File: config.mk
export PLATFORM = sky130hd
export DESIGN_NAME = dualshock_responder
export DESIGN_NICKNAME = d
export VERILOG_FILES = /design/src/rtl/dualshock_responder.sv
export SDC_FILE = /design/constraint.sdc
export NUM_CORES = 1
export LEC_CHECK = 0
export ABC_AREA = 1
export BUFFER_PORTS_ARGS = -buffer_cell sky130_fd_sc_hd__buf_2
export CAP_MARGIN = 15
export CORE_ASPECT_RATIO = 0.75
export CORE_MARGIN = 3
export CORE_UTILIZATION = 45
export DETAILED_ROUTE_END_ITERATION = 12
export PLACE_DENSITY = 0.67
export SYNTH_ARGS = -nofsm -noshare
export SYNTH_HDL_FRONTEND = slang
export SYNTH_SLANG_ARGS = --single-unit
File: constraint.sdc
create_clock -name I_CLK -period 1.97 [get_ports I_CLK]
set_input_delay 0.197 -clock I_CLK [delete_from_list [all_inputs] [get_ports I_CLK]]
set_output_delay 0.197 -clock I_CLK [all_outputs]
set_load 0.01 [all_outputs]
File: src/rtl/dualshock_responder.sv
// DualShock-style pad responder: answers host polls on the PlayStation serial bus
// with digital or analog pad data and captures the host's vibration bytes.
module dualshock_responder #(
    parameter int unsigned ACK_DELAY = 100,
    parameter int unsigned ACK_WIDTH = 50
) (
    input  logic       I_CLK,
    input  logic       I_RSTn,
    input  logic       I_psCLK,
    input  logic       I_psSEL,
    input  logic       I_psTXD,
    output logic       O_psRXD,
    output logic       O_psACK,
    input  logic       I_MODE,
    input  logic [7:0] I_BTN1,
    input  logic [7:0] I_BTN2,
    input  logic [7:0] I_RX,
    input  logic [7:0] I_RY,
    input  logic [7:0] I_LX,
    input  logic [7:0] I_LY,
    output logic [7:0] O_VIB0,
    output logic [7:0] O_VIB1,
    output logic       O_POLLED
);

    typedef enum logic [2:0] {IDLE, SHIFT, ACK_WAIT, ACK, IGNORE} state_t;

    localparam logic [7:0] DELAY_LAST = 8'(ACK_DELAY - 1);
    localparam logic [7:0] WIDTH_LAST = 8'(ACK_WIDTH - 1);

    state_t      state_q, state_d;

    logic [1:0]  clk_sync, sel_sync, txd_sync;
    logic        clk_s, sel_s, txd_s;
    logic        clk_d, sel_d;
    logic        clk_rise, clk_fall, sel_fall;
    logic [1:0]  flush_cnt;
    logic        sel_armed;

    logic [7:0]  resp [9];
    logic        mode_q;
    logic [3:0]  byte_idx;
    logic [2:0]  bit_cnt;
    logic [7:0]  rx_sr;
    logic [7:0]  rx_byte;
    logic [7:0]  tx_byte;
    logic [7:0]  wait_cnt;
    logic [7:0]  stage0, stage1;
    logic        byte_done, last_byte, poll_done;

    assign clk_s = clk_sync[1];
    assign sel_s = sel_sync[1];
    assign txd_s = txd_sync[1];

    assign clk_rise = clk_s & ~clk_d;
    assign clk_fall = ~clk_s & clk_d;
    // Armed only after SEL has been seen high once the synchronisers hold real
    // pin values, so a SEL already low when reset ends cannot start a poll.
    assign sel_fall = sel_armed & sel_d & ~sel_s;

    assign rx_byte   = {txd_s, rx_sr[7:1]};
    assign tx_byte   = resp[byte_idx];
    assign byte_done = (state_q == SHIFT) && clk_rise && (bit_cnt == 3'd7);
    assign last_byte = (byte_idx == (mode_q ? 4'd8 : 4'd4));
    assign poll_done = byte_done && last_byte && !sel_s;

    always_comb begin
        state_d = state_q;
        if (sel_s) begin
            state_d = IDLE;
        end else begin
            case (state_q)
                IDLE: begin
                    if (sel_fall)
                        state_d = SHIFT;
                end
                SHIFT: begin
                    if (byte_done) begin
                        if (byte_idx == 4'd0 && rx_byte != 8'h01)
                            state_d = IGNORE;
                        else if (byte_idx == 4'd1 && rx_byte != 8'h42)
                            state_d = IGNORE;
                        else if (last_byte)
                            state_d = IGNORE;
                        else
                            state_d = ACK_WAIT;
                    end
                end
                ACK_WAIT: begin
                    if (wait_cnt == DELAY_LAST)
                        state_d = ACK;
                end
                ACK: begin
                    if (wait_cnt == WIDTH_LAST)
                        state_d = SHIFT;
                end
                IGNORE: state_d = IGNORE;
                default: state_d = IDLE;
            endcase
        end
    end

    always_ff @(posedge I_CLK or negedge I_RSTn) begin
        if (!I_RSTn)
            state_q <= IDLE;
        else
            state_q <= state_d;
    end

    always_ff @(posedge I_CLK or negedge I_RSTn) begin
        if (!I_RSTn) begin
            clk_sync  <= '1;
            sel_sync  <= '1;
            txd_sync  <= '1;
            clk_d     <= 1'b1;
            sel_d     <= 1'b1;
            flush_cnt <= '0;
            sel_armed <= 1'b0;
            for (int unsigned i = 0; i < 9; i++)
                resp[i] <= '0;
            mode_q    <= 1'b0;
            byte_idx  <= '0;
            bit_cnt   <= '0;
            rx_sr     <= '0;
            wait_cnt  <= '0;
            stage0    <= '0;
            stage1    <= '0;
            O_psRXD   <= 1'b1;
            O_psACK   <= 1'b1;
            O_POLLED  <= 1'b0;
            O_VIB0    <= '0;
            O_VIB1    <= '0;
        end else begin
            clk_sync <= {clk_sync[0], I_psCLK};
            sel_sync <= {sel_sync[0], I_psSEL};
            txd_sync <= {txd_sync[0], I_psTXD};
            clk_d    <= clk_s;
            sel_d    <= sel_s;

            if (flush_cnt != 2'd3)
                flush_cnt <= flush_cnt + 2'd1;
            else if (sel_s && sel_d)
                sel_armed <= 1'b1;

            O_POLLED <= poll_done;
            O_psACK  <= (state_d != ACK);

            case (state_q)
                IDLE: begin
                    if (state_d == SHIFT) begin
                        mode_q  <= I_MODE;
                        resp[0] <= 8'hFF;
                        resp[1] <= I_MODE ? 8'h73 : 8'h41;
                        resp[2] <= 8'h5A;
                        resp[3] <= I_BTN1;
                        resp[4] <= I_BTN2;
                        resp[5] <= I_RX;
                        resp[6] <= I_RY;
                        resp[7] <= I_LX;
                        resp[8] <= I_LY;
                    end
                end
                SHIFT: begin
                    if (clk_fall)
                        O_psRXD <= tx_byte[bit_cnt];
                    if (clk_rise) begin
                        rx_sr   <= rx_byte;
                        bit_cnt <= bit_cnt + 3'd1;
                    end
                    if (byte_done) begin
                        wait_cnt <= '0;
                        if (byte_idx == 4'd3)
                            stage0 <= rx_byte;
                        if (byte_idx == 4'd4)
                            stage1 <= rx_byte;
                    end
                    // In digital mode byte 4 is the last one, so its value bypasses staging.
                    if (poll_done) begin
                        O_VIB0 <= stage0;
                        O_VIB1 <= (byte_idx == 4'd4) ? rx_byte : stage1;
                    end
                end
                ACK_WAIT: begin
                    wait_cnt <= (state_d == ACK) ? '0 : wait_cnt + 8'd1;
                end
                ACK: begin
                    if (state_d == SHIFT) begin
                        wait_cnt <= '0;
                        bit_cnt  <= '0;
                        byte_idx <= byte_idx + 4'd1;
                    end else begin
                        wait_cnt <= wait_cnt + 8'd1;
                    end
                end
                default: ;
            endcase

            if (state_d == IDLE || state_d == IGNORE)
                O_psRXD <= 1'b1;
            if (state_d == IDLE) begin
                byte_idx <= '0;
                bit_cnt  <= '0;
                wait_cnt <= '0;
            end
        end
    end

endmodule

==> insert_results.sql <==
INSERT INTO impl_metrics (metric_group, metric, value, unit) VALUES
('power', 'cell_internal_pwr', '5.53', 'mW'),
('setup_path', 'cp_slowest_stage_delay', '0.38', 'ns'),
('setup_path', 'critical_path.endpoint_type', 'register', ''),
('power', 'comb_power_share', '0.121', ''),
('setup_path', 'crit_path_start', 'bit_cnt[1]', ''),
('routing', 'post_drt_wl_per_cell', '14.1', 'µm'),
('cts', 'clock-sinks', '121', ''),
('cts', 'clock_insertion_delay_worst_skew', '0.42', 'ns'),
('floorplanning', 'initial_core_util', '0.475', ''),
('floorplanning', 'die_height', '103', 'µm'),
('setup_path', 'critical_path.top_delay_family', 'simple AND/OR/NAND/NOR gates', ''),
('sta', 'fin_ws', '-0.0434', 'ns'),
('yosys', 'yosysSeqAreaShare', '0.533', ''),
('power', 'share_clk_of_total_power', '0.475', ''),
('placed_design', 'place.gp.congestion', '0.868', ''),
('power', 'power_per_cell_area', '950', 'nW/µm²'),
('layout', 'fillerInstances', '1024', ''),
('placed_design', 'placement.setup.worst_slack', '-0.000899', 'ns'),
('yosys', 'synth.avg_cell_area', '7.88', 'µm²'),
('setup_path', 'critPathArrivalTime', '2.32', 'ns'),
('yosys', 'synth-seq-cells', '121', ''),
('grt', 'maximum_number_of_pins_on_one_net_before_global_route_repair', '60', ''),
('grt', 'overflow', '0', ''),
('floorplanning', 'die_outline_area', '14100', 'µm²'),
('layout', 'drive_above_1_share', '0.202', ''),
('placed_design', 'dp.final_hpwl', '9820', 'µm'),
('status', 'violations_in_the_final_reports', 'setup timing', ''),
('layout', 'layout.cells.most_common', 'sky130_fd_sc_hd__nand2_1', ''),
('sta', 'timing.final.crit_period', '2.01', 'ns'),
('power', 'power_total', '7.30', 'mW'),
('hold_path', 'hp-start', 'I_LX[2]', ''),
('placed_design', 'portBuffers', '72', ''),
('sta', 'setup-violations-final', '4', ''),
('sta', 'layout_worst_path_cycle_share', '1.02', ''),
('sta', 'timing_hold_violations_final', '0', ''),
('yosys', 'syn-cell-area', '5700', 'µm²'),
('cts', 'cts_max_level', '4', ''),
('status', 'status', 'finished with violations', ''),
('job', 'drv.max_cap_violation_count', '0', ''),
('grt', 'grt_first_pass_wirelength', '24500', 'µm'),
('power', 'netSwitchingPower', '1.78', 'mW'),
('setup_path', 'r2r-start', 'bit_cnt[1]', ''),
('setup_path', 'worstPathCellList', 'ha_2, ha_4, inv_2, nor3_4, nand4_1, nand3_1, nand3_4, buf_12, nand2_1, inv_1, nand2_1, nand2_1', ''),
('floorplanning', 'die_w', '136', 'µm'),
('routing', 'routed_wl', '14700', 'µm'),
('yosys', 'mappedNetlistNets', '785', ''),
('cts', 'clockRootBuffer', 'sky130_fd_sc_hd__clkbuf_16', ''),
('setup_path', 'cp_max_fo', '6', ''),
('yosys', 'synthesis.instances', '723', ''),
('sta', 'worst_slew_pin_slew', '0.437', 'ns'),
('grt', 'grt_use_total', '0.223', ''),
('floorplanning', 'core.rowCount', '34', ''),
('floorplanning', 'io_pins', '73', ''),
('routing', 'vias', '5254', ''),
('power', 'power.share.switching', '0.243', ''),
('grt', 'number_of_antenna_violations_at_the_first_check_in_global_routing', '0', ''),
('cts', 'clk_pin_slew', '0.06', 'ns'),
('setup_path', 'worst_path_most_repeated_cell', 'sky130_fd_sc_hd__nand2_1', ''),
('sta', 'rsz0062_at_grt', 'yes', ''),
('yosys', 'yosys_warnings', '0', ''),
('routing', 'route.detailed.drc', '0', ''),
('placed_design', 'placed_cell_area', '6390', 'µm²'),
('setup_path', 'critical-path-slowest-cell', 'sky130_fd_sc_hd__dfrtp_1', ''),
('yosys', 'synth_cell_type_count', '33', ''),
('setup_path', 'timing_worst_setup_path_type', 'register to register', ''),
('layout', 'utilization', '0.641', ''),
('routing', 'detail_route.first_pass.iterations', '5', ''),
('cts', 'cts_inserted_buffers', '17', ''),
('layout', 'antenna_cells', '0', ''),
('layout', 'nNetsFinal', '931', ''),
('hold_path', 'min_path_type', 'input port to register', '');
[area by class of cell]
class	count	area (µm²)	area share
clock buffers	20	437	0.0568
clock inverters	12	223	0.0290
inverters	65	246	0.0321
multi-input cells	511	2370	0.308
flip-flops and latches	121	3040	0.396
well taps	162	203	0.0264
repair buffers	153	1170	0.152
[metrics by stage]
step / setup TNS [ns] / hold WS, ns
floorplan: 0 / -0.0986
global route: -1.43 / 0.0170
CTS: 0 / 0.00127
finish: -0.105 / 0.00644
global placement: 0 / 0.155
detailed placement: -0.000899 / 0.166
[worst paths after layout]
check	endpoint	slack [ns]	cells past startpoint
max reg2reg	bit_cnt[1]	-0.04	12
min reg2reg	clk_sync[1]	0.36	0
max	bit_cnt[1]	-0.04	12
max in group asynchronous	txd_sync[0]	1.01	3
min	resp[10]	0.006	3
min in group asynchronous	resp[8]	0.26	2
[power groups by stage]
stage	combinational [mW]	clock, mW	sequential (mW)
final	0.887	3.47	2.95
after global routing	1.02	3.63	2.98
after CTS	0.857	3.53	2.94
after detailed placement	0.780	0	2.98
after floorplan	0.472	0	2.93
after global placement	0.754	0	2.97
[cells in the mapped netlist]
library cell,count,area (µm²)
sky130_fd_sc_hd__a21oi_1,4,20.0
sky130_fd_sc_hd__a22oi_1,1,7.51
sky130_fd_sc_hd__a31o_2,1,8.76
sky130_fd_sc_hd__buf_1,2,7.51
sky130_fd_sc_hd__buf_2,6,30.0
sky130_fd_sc_hd__buf_4,3,22.5
sky130_fd_sc_hd__buf_6,1,11.3
sky130_fd_sc_hd__clkbuf_1,14,52.6
sky130_fd_sc_hd__dfrtp_1,111,2780
sky130_fd_sc_hd__dfstp_2,10,263
sky130_fd_sc_hd__ha_1,8,100
sky130_fd_sc_hd__inv_1,60,225
sky130_fd_sc_hd__inv_2,4,15.0
sky130_fd_sc_hd__inv_4,1,6.26
sky130_fd_sc_hd__mux2_2,1,11.3
sky130_fd_sc_hd__nand2_1,317,1190
sky130_fd_sc_hd__nand2_2,6,37.5
sky130_fd_sc_hd__nand3_1,34,170
sky130_fd_sc_hd__nand3_2,3,30.0
sky130_fd_sc_hd__nand3b_1,1,7.51
sky130_fd_sc_hd__nand4_1,11,68.8
sky130_fd_sc_hd__nor2_1,45,169
sky130_fd_sc_hd__nor2_4,2,22.5
sky130_fd_sc_hd__nor3_1,2,10.0
sky130_fd_sc_hd__nor3_2,1,10.0
sky130_fd_sc_hd__nor3_4,1,16.3
sky130_fd_sc_hd__nor3b_1,1,7.51
sky130_fd_sc_hd__o211ai_1,5,37.5
sky130_fd_sc_hd__o21ai_0,54,270
sky130_fd_sc_hd__o21ai_1,3,15.0
sky130_fd_sc_hd__o22ai_1,3,18.8
sky130_fd_sc_hd__xnor2_1,2,17.5
sky130_fd_sc_hd__xor2_1,5,43.8
[tightest hold or removal path: cells and delay by family]
| family | cells | cell delay [ns] |
|---|---|---|
| compound gates | 1 | 0.07 |
| buf+inv | 1 | 0.08 |
| simple gates | 1 | 0.04 |
[routing by layer]
layer,share of wire,track usage
met1,0.45,0.299
met2,0.47,0.366
met3,0.067,0.0532
met4,0.012,0.0666
met5,0,0
[logic make-up (layout without fill, tap and decap cells)]
group                      after synthesis  in the layout  share of synthesized area
DFF                                    121            121                      0.533
buffers and inverters                   91            250                     0.0650
adders and majority gates                8              8                     0.0176
and+or+nand+nor                        424            424                      0.305
muxes                                    1              1                    0.00198
xor gates and xnor gates                 7              7                     0.0108
AOI/OAI and AO/OA                       71             71                     0.0663
[registers in the layout, indices dropped and copies added, names as in the netlist, 2 cells and up]
register / flops
rx_sr: 7
stage0: 8
txd_sync: 2
wait_cnt: 8
flush_cnt: 2
state_q: 3
clk_sync: 2
O_VIB1: 8
resp: 50
O_VIB0: 8
stage1: 8
bit_cnt: 3
byte_idx: 4
sel_sync: 2
[timing repair]
| action | 4_1_cts | 5_1_grt |
|---|---|---|
| buffers inserted | 0 | 8 |
| cloned | 0 | 1 |
| endpoints found under the hold margin | 72 | 0 |
| pin swaps | 2 | 8 |
| endpoints found under the setup margin | 5 | 29 |
| hold buffers | 46 | 0 |
| gates resized for setup | 0 | 21 |
Note: power is estimated with default switching activity, not from simulation.
